--- src/rtl/br_flow_xbar_return.sv ---
// Return path of the flow-controlled crossbar: per-target tag FIFOs steer each
// target's response back to the source that issued the request, with per-source round-robin.
module br_flow_xbar_return #(
    parameter  int NumSources         = 2,
    parameter  int NumTargets         = 2,
    parameter  int Width              = 1,
    parameter  int TagDepth           = 4,
    parameter  int RegisterPopOutputs = 0,
    localparam int SrcIdWidth         = $clog2(NumSources)
) (
    input  logic                                  clk,
    input  logic                                  rst_n,
    input  logic [NumTargets-1:0]                 tag_push_valid_i,
    output logic [NumTargets-1:0]                 tag_push_ready_o,
    input  logic [NumTargets-1:0][SrcIdWidth-1:0] tag_push_src_i,
    input  logic [NumTargets-1:0]                 resp_push_valid_i,
    output logic [NumTargets-1:0]                 resp_push_ready_o,
    input  logic [NumTargets-1:0][Width-1:0]      resp_push_data_i,
    output logic [NumSources-1:0]                 resp_pop_valid_o,
    input  logic [NumSources-1:0]                 resp_pop_ready_i,
    output logic [NumSources-1:0][Width-1:0]      resp_pop_data_o
);

    localparam int PtrW = (TagDepth > 1) ? $clog2(TagDepth) : 1;
    localparam int CntW = $clog2(TagDepth + 1);
    localparam int TgtW = $clog2(NumTargets);

    logic [NumTargets-1:0][TagDepth-1:0][SrcIdWidth-1:0] tag_mem_q;
    logic [NumTargets-1:0][PtrW-1:0]       wr_ptr_q, wr_ptr_d;
    logic [NumTargets-1:0][PtrW-1:0]       rd_ptr_q, rd_ptr_d;
    logic [NumTargets-1:0][CntW-1:0]       count_q, count_d;
    logic [NumTargets-1:0][SrcIdWidth-1:0] head;
    logic [NumTargets-1:0]                 nonempty;
    logic [NumTargets-1:0]                 tag_wr;
    logic [NumTargets-1:0]                 tag_rd;

    logic [NumSources-1:0][NumTargets-1:0] req;
    logic [NumSources-1:0][NumTargets-1:0] grant;
    logic [NumSources-1:0][TgtW-1:0]       prio_q, prio_d;
    logic [NumSources-1:0]                 any_req;
    logic [NumSources-1:0]                 sink_ready;
    logic [NumSources-1:0]                 xfer;
    logic [NumSources-1:0][Width-1:0]      sel_data;

    function automatic logic [PtrW-1:0] ptr_inc(input logic [PtrW-1:0] p);
        if (p == PtrW'(TagDepth - 1)) begin
            return '0;
        end
        return p + PtrW'(1);
    endfunction

    // Full means not ready, even if the head is being popped in the same cycle.
    always_comb begin
        nonempty         = '0;
        tag_push_ready_o = '0;
        tag_wr           = '0;
        tag_rd           = '0;
        head             = '0;
        for (int j = 0; j < NumTargets; j++) begin
            nonempty[j]         = (count_q[j] != '0);
            tag_push_ready_o[j] = (count_q[j] != CntW'(TagDepth));
            tag_wr[j]           = tag_push_valid_i[j] && tag_push_ready_o[j];
            tag_rd[j]           = resp_push_valid_i[j] && resp_push_ready_o[j];
            head[j]             = tag_mem_q[j][rd_ptr_q[j]];
        end
    end

    always_comb begin
        wr_ptr_d = wr_ptr_q;
        rd_ptr_d = rd_ptr_q;
        count_d  = count_q;
        for (int j = 0; j < NumTargets; j++) begin
            if (tag_wr[j]) begin
                wr_ptr_d[j] = ptr_inc(wr_ptr_q[j]);
            end
            if (tag_rd[j]) begin
                rd_ptr_d[j] = ptr_inc(rd_ptr_q[j]);
            end
            if (tag_wr[j] && !tag_rd[j]) begin
                count_d[j] = count_q[j] + CntW'(1);
            end else if (!tag_wr[j] && tag_rd[j]) begin
                count_d[j] = count_q[j] - CntW'(1);
            end
        end
    end

    always_comb begin
        req = '0;
        for (int s = 0; s < NumSources; s++) begin
            for (int j = 0; j < NumTargets; j++) begin
                req[s][j] = resp_push_valid_i[j] && nonempty[j] &&
                            (head[j] == SrcIdWidth'(s));
            end
        end
    end

    // Search starts at prio_q, the target just after the last one that transferred.
    always_comb begin
        logic found;
        int   idx;
        grant    = '0;
        any_req  = '0;
        sel_data = '0;
        found    = 1'b0;
        idx      = 0;
        for (int s = 0; s < NumSources; s++) begin
            found = 1'b0;
            for (int i = 0; i < NumTargets; i++) begin
                idx = int'(prio_q[s]) + i;
                if (idx >= NumTargets) begin
                    idx = idx - NumTargets;
                end
                if (!found && req[s][idx]) begin
                    grant[s][idx] = 1'b1;
                    found         = 1'b1;
                end
            end
            any_req[s] = |req[s];
            for (int j = 0; j < NumTargets; j++) begin
                sel_data[s] = sel_data[s] | (resp_push_data_i[j] & {Width{grant[s][j]}});
            end
        end
    end

    always_comb begin
        resp_push_ready_o = '0;
        xfer              = '0;
        prio_d            = prio_q;
        for (int s = 0; s < NumSources; s++) begin
            xfer[s] = any_req[s] && sink_ready[s];
            for (int j = 0; j < NumTargets; j++) begin
                if (grant[s][j] && sink_ready[s]) begin
                    resp_push_ready_o[j] = 1'b1;
                end
                if (xfer[s] && grant[s][j]) begin
                    prio_d[s] = (j == NumTargets - 1) ? '0 : TgtW'(j + 1);
                end
            end
        end
    end

    always_ff @(posedge clk or negedge rst_n) begin
        if (!rst_n) begin
            wr_ptr_q <= '0;
            rd_ptr_q <= '0;
            count_q  <= '0;
            prio_q   <= '0;
        end else begin
            wr_ptr_q <= wr_ptr_d;
            rd_ptr_q <= rd_ptr_d;
            count_q  <= count_d;
            prio_q   <= prio_d;
        end
    end

    // Tag storage needs no reset: entries are only read while the count is non-zero.
    always_ff @(posedge clk) begin
        for (int j = 0; j < NumTargets; j++) begin
            if (tag_wr[j]) begin
                tag_mem_q[j][wr_ptr_q[j]] <= tag_push_src_i[j];
            end
        end
    end

    if (RegisterPopOutputs != 0) begin : g_reg_pop
        logic [NumSources-1:0]            pop_valid_q;
        logic [NumSources-1:0][Width-1:0] pop_data_q;

        always_comb begin
            sink_ready = ~pop_valid_q | resp_pop_ready_i;
        end

        always_ff @(posedge clk or negedge rst_n) begin
            if (!rst_n) begin
                pop_valid_q <= '0;
                pop_data_q  <= '0;
            end else begin
                for (int s = 0; s < NumSources; s++) begin
                    if (sink_ready[s]) begin
                        pop_valid_q[s] <= any_req[s];
                        if (any_req[s]) begin
                            pop_data_q[s] <= sel_data[s];
                        end
                    end
                end
            end
        end

        assign resp_pop_valid_o = pop_valid_q;
        assign resp_pop_data_o  = pop_data_q;
    end else begin : g_comb_pop
        assign sink_ready       = resp_pop_ready_i;
        assign resp_pop_valid_o = any_req;
        assign resp_pop_data_o  = sel_data;
    end

    // A response with no outstanding tag has nowhere to go and is held off.
    for (genvar j = 0; j < NumTargets; j++) begin : g_chk
        assert property (@(posedge clk) disable iff (!rst_n)
                         !(resp_push_valid_i[j] && (count_q[j] == '0)))
        else $warning("br_flow_xbar_return: response on target %0d with no outstanding tag is held", j);
    end

endmodule
--- config.mk ---
export PLATFORM = sky130hd
export DESIGN_NAME = br_flow_xbar_return
export DESIGN_NICKNAME = d
export VERILOG_FILES = /design/src/rtl/br_flow_xbar_return.sv
export SDC_FILE = /design/constraint.sdc
export NUM_CORES = 1
export LEC_CHECK = 0
export ABC_AREA = 1
export CAP_MARGIN = 20
export CORE_MARGIN = 10
export CORE_UTILIZATION = 45
export CTS_BUF_LIST = sky130_fd_sc_hd__clkbuf_4
export DETAILED_ROUTE_END_ITERATION = 10
export GPL_TIMING_DRIVEN = 1
export PLACE_DENSITY = 0.74
export SYNTH_ARGS = -nofsm -noshare
export SYNTH_HDL_FRONTEND = slang
export SYNTH_SLANG_ARGS = --single-unit
--- constraint.sdc ---
create_clock -name clk -period 2.32 [get_ports clk]
set_input_delay 0.58 -clock clk [delete_from_list [all_inputs] [get_ports clk]]
set_output_delay 0.58 -clock clk [all_outputs]
set_load 0.01 [all_outputs]
## After elaboration in Yosys (flattened, before gate mapping)

Index checks and enable logic that the tools add are counted.

| cells by class | value |
|---|---|
| bitwise gates (word level) | 10 |
| muxes and demuxes | 68 |
| reductions and logical operators | 46 |
| order comparisons | 18 |
| add/sub/neg operators | 14 |
| eq/ne operators | 6 |

Operators with widths:

| cell | count |
|---|---|
| greater-or-equal comparator 32 x 1 -> 1 bit (second input constant) | 4 |
| less-than comparator 32 x 3 -> 1 bit (second input constant) | 4 |
| two-way mux 32 bit | 4 |
| two-way mux 1 bit | 38 |
| logical AND 1 bit | 32 |
| two-way mux 2 bit | 12 |
| less-than comparator 2 x 3 -> 1 bit (second input constant) | 4 |
| two-way mux 3 bit | 4 |
| adder 2 x 1 -> 2 bit (second input constant) | 4 |
| bitwise mux 4 bit | 2 |
| == test 2 bit (second input constant) | 4 |
| nonzero test 2 bit | 4 |
| adder 3 x 1 -> 3 bit (second input constant) | 2 |
| zero test 1 bit | 6 |
| inequality test 3 bit (second input constant) | 2 |
| nonzero test 3 bit | 2 |
| subtractor 1 x 2 -> 3 bit (second input constant) | 2 |
| subtractor 2 x 2 -> 3 bit (second input constant) | 2 |
| subtractor 3 x 1 -> 3 bit (second input constant) | 2 |
| adder 1 x 1 -> 2 bit (second input constant) | 2 |
| AND 1 bit | 4 |
| binary-select mux 1 bit (select 2 bit) | 2 |
| demux 1 bit (select 1 bit) | 4 |
| demux 1 bit (select 2 bit) | 2 |
| other kinds (7) | 14 |

| storage, ports and cells | value |
|---|---|
| bits of input ports | 12 |
| output and inout bits | 8 |
| register bits after elaboration | 24 |

## Longest topological paths before layout

Gate-level depths: netlist of the first run.

| depth | value |
|---|---|
| depth after elaboration | 18 |
| gate-level depth with buffers | 16 |
| depth with buffers taken out | 16 |

## Worst setup path before layout of the first run

OpenSTA, ideal clock, no wires.

| timing path | value |
|---|---|
| kind | register to register |
| start | reg count_q[3] (netlist bit) |
| end | reg count_q[1] (netlist bit) |
| setup slack | 146 ps |
| setup time | 125 ps |
| buffers on the path | 0 |
| arrival time | 2049 ps |
| data required time | 2195 ps |
| stages on the path, launching flop included | 13 |
| path through | dfrtp_1 -> nor2_1 -> nand2_1 -> nand2_4 -> inv_1 -> nand3_1 -> nand3_4 -> nand2_4 -> inv_2 -> ha_1 -> inv_1 -> fa_1 -> mux2_2 |

RTL lines:

| item | RTL line | RTL |
|---|---|---|
| from (decl) | 31 | `logic [NumTargets-1:0][CntW-1:0] count_q, count_d;` |
| from (signal assigned) | 151 | `count_q <= count_d;` |

## Worst setup path in the final report of the first run

| timing path | value |
|---|---|
| start | reg rd_ptr_q[0] (netlist bit) |
| end | out resp_pop_valid_o[0] |

| between the ends | value |
|---|---|
| cells in the longest elaborated chain, start to end | 5 |

Ends and longest elaborated chain:

| item | RTL line | RTL |
|---|---|---|
| from (decl) | 30 | `logic [NumTargets-1:0][PtrW-1:0] rd_ptr_q, rd_ptr_d;` |
| from (signal assigned) | 150 | `rd_ptr_q <= rd_ptr_d;` |
| binary-select mux 1 bit (select 2 bit) | 64 | `head[j] = tag_mem_q[j][rd_ptr_q[j]];` |
| two-way mux 1 bit (not written as such) | 64 |  |
| inverter 1 bit | 92 | `(head[j] == SrcIdWidth'(s));` |
| logical AND 1 bit | 91 | `req[s][j] = resp_push_valid_i[j] && nonempty[j] &&` |
| OR reduction 2 bit | 118 | `any_req[s] = \|req[s];` |
| to (decl) | 19 | `output logic [NumSources-1:0] resp_pop_valid_o,` |

Every way passes these cells. The select of a mux whose other input is x is not followed.

==> flow_metrics.py, run 1 <==
metrics = {
    "logic_synthesis": {
        "ys_ff_latch": 24,
        "syn_inst": 176,
        "syn_avg_cell_area_um2": 8.73,
        "syn_area_mm2": 0.00154,
        "syn_nets": 202,
        "ys_seq_area_share_pct": 41.7,
        "yosys_warnings": 0,
        "synth.distinct_cells": 21,
    },
    "floorplan": {
        "pin_count": 20,
        "die_h_um": 78.4,
        "initial_utilization_pct": 46.4,
        "core_area_mm2": 0.00331,
        "dieArea_mm2": 0.00615,
        "dieWidth_um": 78.4,
        "core.rowCount": 21,
    },
    "placement": {
        "placed_area_mm2": 0.00192,
        "globalplace.congestion": 0.851,
        "hpwl_mm": 2.46,
        "portBuffers": 19,
    },
    "power_and_ir_drop": {
        "powerDensity_mw_per_mm2": 1240,
        "swShare_pct": 43.7,
        "irDropWorstVdd_uv": 548,
        "p_sw_mw": 1.10,
        "comb_power_share_pct": 62.7,
        "seqPwrFrac_pct": 30.1,
        "p_int_mw": 1.42,
        "cellLeakagePower_nw": 0.990,
        "pwr-share-clk_pct": 7.2,
    },
    "layout": {
        "design_area_mm2": 0.00202,
        "antenna_cells": 0,
        "num-nets-final": 251,
        "drive_gt1_share_pct": 32.1,
        "syn2layout_area_growth_pct": 31.8,
    },
    "clock_tree": {
        "cts_tree": "built",
        "htreeDepth": 1,
        "cts-root-buf": "clkbuf_4",
        "clock_latency_ns": 0.31,
        "path_clk_slew_ns": 0.13,
        "clockBufferDepth": 2,
        "cts_sinks": 24,
        "cts_made_buffers": 3,
    },
    "global_route": {
        "grt-ovfl-total": 0,
        "grt_max_degree": 17,
        "grt_pass1_wl_mm": 5.22,
        "antenna_found_initial": 0,
        "grt_pass1_vias": 1197,
        "track_usage_pct": 10.0,
    },
    "drt": {
        "avgRoutedWirePerCell_um": 11.8,
        "wl_mm": 3.18,
        "vias_per_cell": 4.44,
        "drt.antenna.violating_nets": 0,
        "vias": 1198,
        "firstDrtPassIters": 5,
        "drc": 0,
        "dr.first_iter.drc_count": 86,
    },
    "hold_path": {
        "min_to": "count_q[5]",
        "min_from": "count_q[5]",
        "hp-class": "reg -> reg",
        "min_delay_path_depth": 2,
    },
    "timing": {
        "finalCritPeriodShare_pct": 94.6,
        "relSlewSlack_pct": 83.6,
        "hold_viol": 0,
        "whs_ns": 0.551,
        "setup_viol_count_final": 0,
        "max_freq_ghz": 0.456,
        "final_max_slew_viol_count": 0,
        "fin_crit_ns": 2.19,
        "skew_ns": 0.00385,
        "tightest_slew_ns": 0.246,
    },
    "worst_setup_path": {
        "r2r_cells": 12,
        "cp-end-kind": "output port",
        "r2r_slack_ns": 0.13,
        "startpoint_type": "flip-flop",
        "required_ns": 1.74,
        "worstReg2RegEnd": "count_q[4]",
        "arrival_ns": 1.61,
        "crit_fanout": 5,
        "timing.rr.start": "rd_ptr_q[2]",
        "critPathKind": "reg -> out",
    },
    "status": {
        "status": "finished, final reports clean",
    },
    "job": {
        "drv_cap": 0,
    },
}
## Yosys cell counts
| master | instances | area, um2 |
|---|---|---|
| a21oi_1 | 1 | 5.00 |
| dfrtp_1 | 16 | 400 |
| edfxtp_1 | 8 | 240 |
| fa_1 | 2 | 40.0 |
| ha_1 | 12 | 150 |
| inv_1 | 28 | 105 |
| inv_2 | 6 | 22.5 |
| mux2_2 | 2 | 22.5 |
| nand2_1 | 38 | 143 |
| nand2_2 | 7 | 43.8 |
| nand2_4 | 3 | 33.8 |
| nand3_1 | 17 | 85.1 |
| nand3_2 | 5 | 50.1 |
| nand3_4 | 2 | 35.0 |
| nor2_1 | 14 | 52.6 |
| nor2_2 | 2 | 12.5 |
| nor2_4 | 2 | 22.5 |
| o21ai_0 | 5 | 25.0 |
| o22ai_1 | 2 | 12.5 |
| xnor2_1 | 2 | 17.5 |
| xor2_1 | 2 | 17.5 |
## power by group through the flow
stage / sequential, mW / clock [mW] / combinational (mW)
global route: 0.784 / 0.205 / 1.78
floorplan: 0.751 / 0 / 0.931
detailed placement: 0.760 / 0 / 1.47
finish: 0.758 / 0.181 / 1.58
CTS: 0.751 / 0.187 / 1.49
global placement: 0.753 / 0 / 1.42
## cells by family after synthesis
| logic type | share of synthesized area (%) |
|---|---|
| and+or+nand+nor | 31.1 |
| adders and majority gates | 12.4 |
| xor gates and xnor gates | 2.28 |
| DFF | 41.7 |
| buffers and inverters | 8.31 |
| AOI/OAI and AO/OA | 2.77 |
| muxes | 1.47 |
## state kept, by name, summed over array words and instances (netlist names)
signal / count
tag_mem_q: 8
count_q: 6
rd_ptr_q: 4
wr_ptr_q: 4
prio_q: 2
## what timing repair did
item / CTS / global route
hold buffers: 0 / 0
resized for setup: 20 / 16
setup endpoints to repair: 9 / 8
setup buffers: 2 / 5
pin swaps: 1 / 4
## through the flow
step	worst slack, ns	total power, mW	std cells	utilization, %	TNS, ns
2_1_floorplan	0.146	1.68	176	-	0
3_3_place_gp	-0.368	2.17	259	58.0	-3.06
3_5_place_dp	-0.391	2.23	259	58.0	-3.34
4_1_cts	0.0157	2.43	265	59.8	0
5_1_grt	-0.0155	2.77	270	61.1	-0.0155
6_report	0.126	2.52	270	61.1	0
## cell usage in the layout, fill, tap and decap left out, types with 2 or more instances in the layout
| master | count |
|---|---|
| nor2_4 | 3 |
| inv_1 | 25 |
| buf_2 | 2 |
| nor2_1 | 12 |
| clkbuf_4 | 3 |
| nand3_1 | 16 |
| mux2_2 | 2 |
| buf_4 | 25 |
| dfrtp_2 | 2 |
| clkdlybuf4s50_1 | 11 |
| nand3_4 | 4 |
| nand3_2 | 4 |
| o22ai_1 | 2 |
| ha_1 | 12 |
| clkbuf_2 | 2 |
| edfxtp_1 | 8 |
| nor2_2 | 3 |
| inv_2 | 9 |
| o21ai_0 | 4 |
| xnor2_1 | 2 |
| dlygate4sd2_1 | 3 |
| nand2_2 | 7 |
| dfrtp_1 | 14 |
| nand2_4 | 5 |
| xor2_1 | 2 |
| nand2_1 | 36 |
## worst max-delay path, stage by stage (launching register included)
cell             delay, ns
dfrtp_2               0.46
nand2_1               0.09
nand2_1               0.06
nand2_1               0.06
nand2_2               0.10
buf_4                 0.15
o22ai_1               0.13
clkdlybuf4s15_1       0.26
## per-layer routing
layer | vias up | track usage [%] | wire (um)
met1 | 526 | 12.7 | 1460
met2 | 25 | 17.2 | 1560
met4 | 0 | 3.76 | 21
li1 | 645 | - | -
met5 | - | 0 | 0
met3 | 2 | 1.03 | 135
## area by class of cell
class,count,area (um2)
Timing Repair Buffer,44,354
Fill cell,297,1290
Clock buffer,3,22.5
Multi-Input combinational cell,118,816
Clock inverter,1,3.75
Inverter,34,128
Tap cell,46,57.6
Sequential cell,24,643
## worst max-delay path by stage
| stage | from | to | depth (start not counted) |
|---|---|---|---|
| after detailed placement | resp_push_valid_i[0] | resp_push_ready_o[0] | 6 |
| after global placement | resp_push_valid_i[0] | resp_push_ready_o[0] | 6 |
| after floorplan | count_q[3] | count_q[1] | 12 |
| after global routing | rd_ptr_q[0] | resp_pop_valid_o[0] | 7 |
| final | rd_ptr_q[0] | resp_pop_valid_o[0] | 7 |
| after CTS | rd_ptr_q[2] | resp_pop_data_o[1] | 9 |
(Power assumes the default switching activity.)
==> run 2, diff against run 1 <==
CTS_CLUSTER_SIZE = 10   (was unset)
clock period = 2.7 ns   (was 2.32 ns; I/O delays follow)
==> run 2 against run 1 <==
Compared with the run above: critical path depth unchanged; final area decreased by 6.4%; clock-buffer cell count stayed put; critical endpoint is now resp_push_ready_o[0]; highest routed layer unchanged.
==> flow_metrics.py, run 2 (same netlist as run 1, synthesis figures left out) <==
metrics = {
    "hold_path": {
        "min_from": "count_q[0]",
        "min_delay_path_depth": 1,
        "hp-class": "reg -> reg",
        "min_to": "count_q[0]",
    },
    "worst_setup_path": {
        "slowest_stage": "clkdlybuf4s50_1",
        "r2r_cells": 13,
        "max_stage_delay_ns": 0.50,
        "arrival_ns": 1.94,
        "critPathKind": "in -> out",
        "crit_top_cell": "nand2_4",
        "crit_family": "buffers and inverters",
        "cp-end-kind": "output port",
        "startpoint_type": "input pin",
        "timing.rr.start": "count_q[3]",
        "cp_cell_sequence": "clkdlybuf4s50_1 > nand2_4 > inv_1 > nand3_2 > nand3_4 > nand2_4 > dlygate4sd2_1",
        "critPathBufInv": 3,
        "crit_start": "resp_push_valid_i[1]",
        "required_ns": 2.03,
        "r2r_slack_ns": 0.35,
        "worstReg2RegEnd": "count_q[1]",
        "crit_fanout": 4,
    },
    "clock_tree": {
        "hold_buffers": 0,
        "cts_made_buffers": 3,
        "cts_sinks": 24,
        "cts-root-buf": "clkbuf_4",
        "htreeDepth": 1,
        "cts_tree": "built",
        "ctsResizeCount": 7,
        "path_clk_slew_ns": 0.13,
        "clock_latency_ns": 0.31,
        "clockBufferDepth": 2,
        "cts_setup_buffers": 0,
    },
    "layout": {
        "antenna_cells": 0,
        "final_common_cell": "nand2_1",
        "num-nets-final": 234,
        "final_cell_mix": "nand2_1, inv_1, nand3_1, dfrtp_1, nor2_1",
        "largest_reg_flops": 8,
        "drive_gt1_share_pct": 20.3,
        "syn2layout_area_growth_pct": 23.3,
        "fin_util_pct": 57.2,
    },
    "timing": {
        "tightest_slew_ns": 0.718,
        "whs_ns": 0.543,
        "finalCritPeriodShare_pct": 96.8,
        "fin_crit_ns": 2.61,
        "skew_ns": 0.00129,
        "relSlewSlack_pct": 52.0,
        "hold_viol": 0,
        "rsz0062_at_grt": "no",
        "final_max_slew_viol_count": 0,
        "setup_viol_count_final": 0,
        "tns_ns": 0,
        "max_freq_ghz": 0.383,
    },
    "floorplan": {
        "dieArea_mm2": 0.00615,
        "die_h_um": 78.4,
        "core_area_mm2": 0.00331,
        "pin_count": 20,
        "initial_utilization_pct": 46.4,
        "core.rowCount": 21,
        "dieWidth_um": 78.4,
    },
    "drt": {
        "drc": 0,
        "wl_mm": 2.77,
        "avgRoutedWirePerCell_um": 11.0,
        "drt.antenna.violating_nets": 0,
        "firstDrtPassIters": 4,
        "dr.first_iter.drc_count": 40,
        "vias": 1151,
        "vias_per_cell": 4.55,
    },
    "global_route": {
        "grt-ovfl-total": 0,
        "use_met3_pct": 0.569,
        "grt_pass1_vias": 1144,
        "grt_use_met2_pct": 16.1,
        "grtUsageMet1_pct": 11.5,
        "grt_max_degree": 17,
        "grt-busiest-layer": "met2",
        "grt_pass1_wl_mm": 4.80,
        "track_usage_pct": 9.23,
        "antenna_found_initial": 0,
    },
    "power_and_ir_drop": {
        "powerDensity_mw_per_mm2": 1070,
        "irDropWorstVdd_uv": 369,
        "cellLeakagePower_nw": 0.930,
    },
    "placement": {
        "globalplace.congestion": 0.859,
        "portBuffers": 19,
        "hpwl_mm": 2.30,
    },
    "status": {
        "status": "finished, final reports clean",
    },
    "job": {
        "drv_cap": 0,
    },
}
## run 2: cell types whose count changed in the layout (fill, tap and decap cells not counted), sizes merged
cell,before,now
buf,27,8
dlygate4sd2,3,6
clkbuf,5,3
clkdlybuf4s50,11,13
bufinv,0,1
clkdlybuf4s15,1,0
clkinv,1,0
## run 2: power by group
group          internal (mW)  switching, mW  total, mW
combinational          0.485          0.613       1.10
sequential             0.530          0.136      0.667
clock                  0.150          0.107      0.258
total                   1.17          0.857       2.02
## run 2: through the flow
| stage | std cells | total power, mW | area [um2] | setup slack (ns) |
|---|---|---|---|---|
| 2_1_floorplan | 176 | 1.45 | 1540 | 0.487 |
| 4_1_cts | 253 | 2.05 | 1890 | 0.0690 |
| 3_3_place_gp | 249 | 1.79 | 1840 | -0.156 |
| 5_1_grt | 253 | 2.24 | 1890 | 0.0312 |
| 3_5_place_dp | 249 | 1.82 | 1840 | -0.211 |
| 6_report | 253 | 2.02 | 1890 | 0.0871 |
## run 2: area by class of cell
class | instances | area [um2]
repair buffers | 27 | 243
multi-input cells | 118 | 773
fillers | 327 | 1420
clock buffers | 3 | 22.5
flip-flops and latches | 24 | 641
clock inverters | 1 | 30.0
inverters | 34 | 128
well taps | 46 | 57.6
## run 2: metal layers
| layer | up-vias | routed length, um |
|---|---|---|
| met5 | - | 0 |
| met1 | 520 | 1320 |
| met4 | 0 | 40 |
| met2 | 14 | 1330 |
| met3 | 4 | 77 |
| li1 | 613 | - |
## run 2: worst max path at each step
stage	to	cells past startpoint
2_1_floorplan	count_q[5]	12
3_3_place_gp	resp_push_ready_o[0]	7
4_1_cts	resp_push_ready_o[0]	7
3_5_place_dp	resp_push_ready_o[0]	7
5_1_grt	resp_push_ready_o[0]	7
6_report	resp_push_ready_o[0]	7
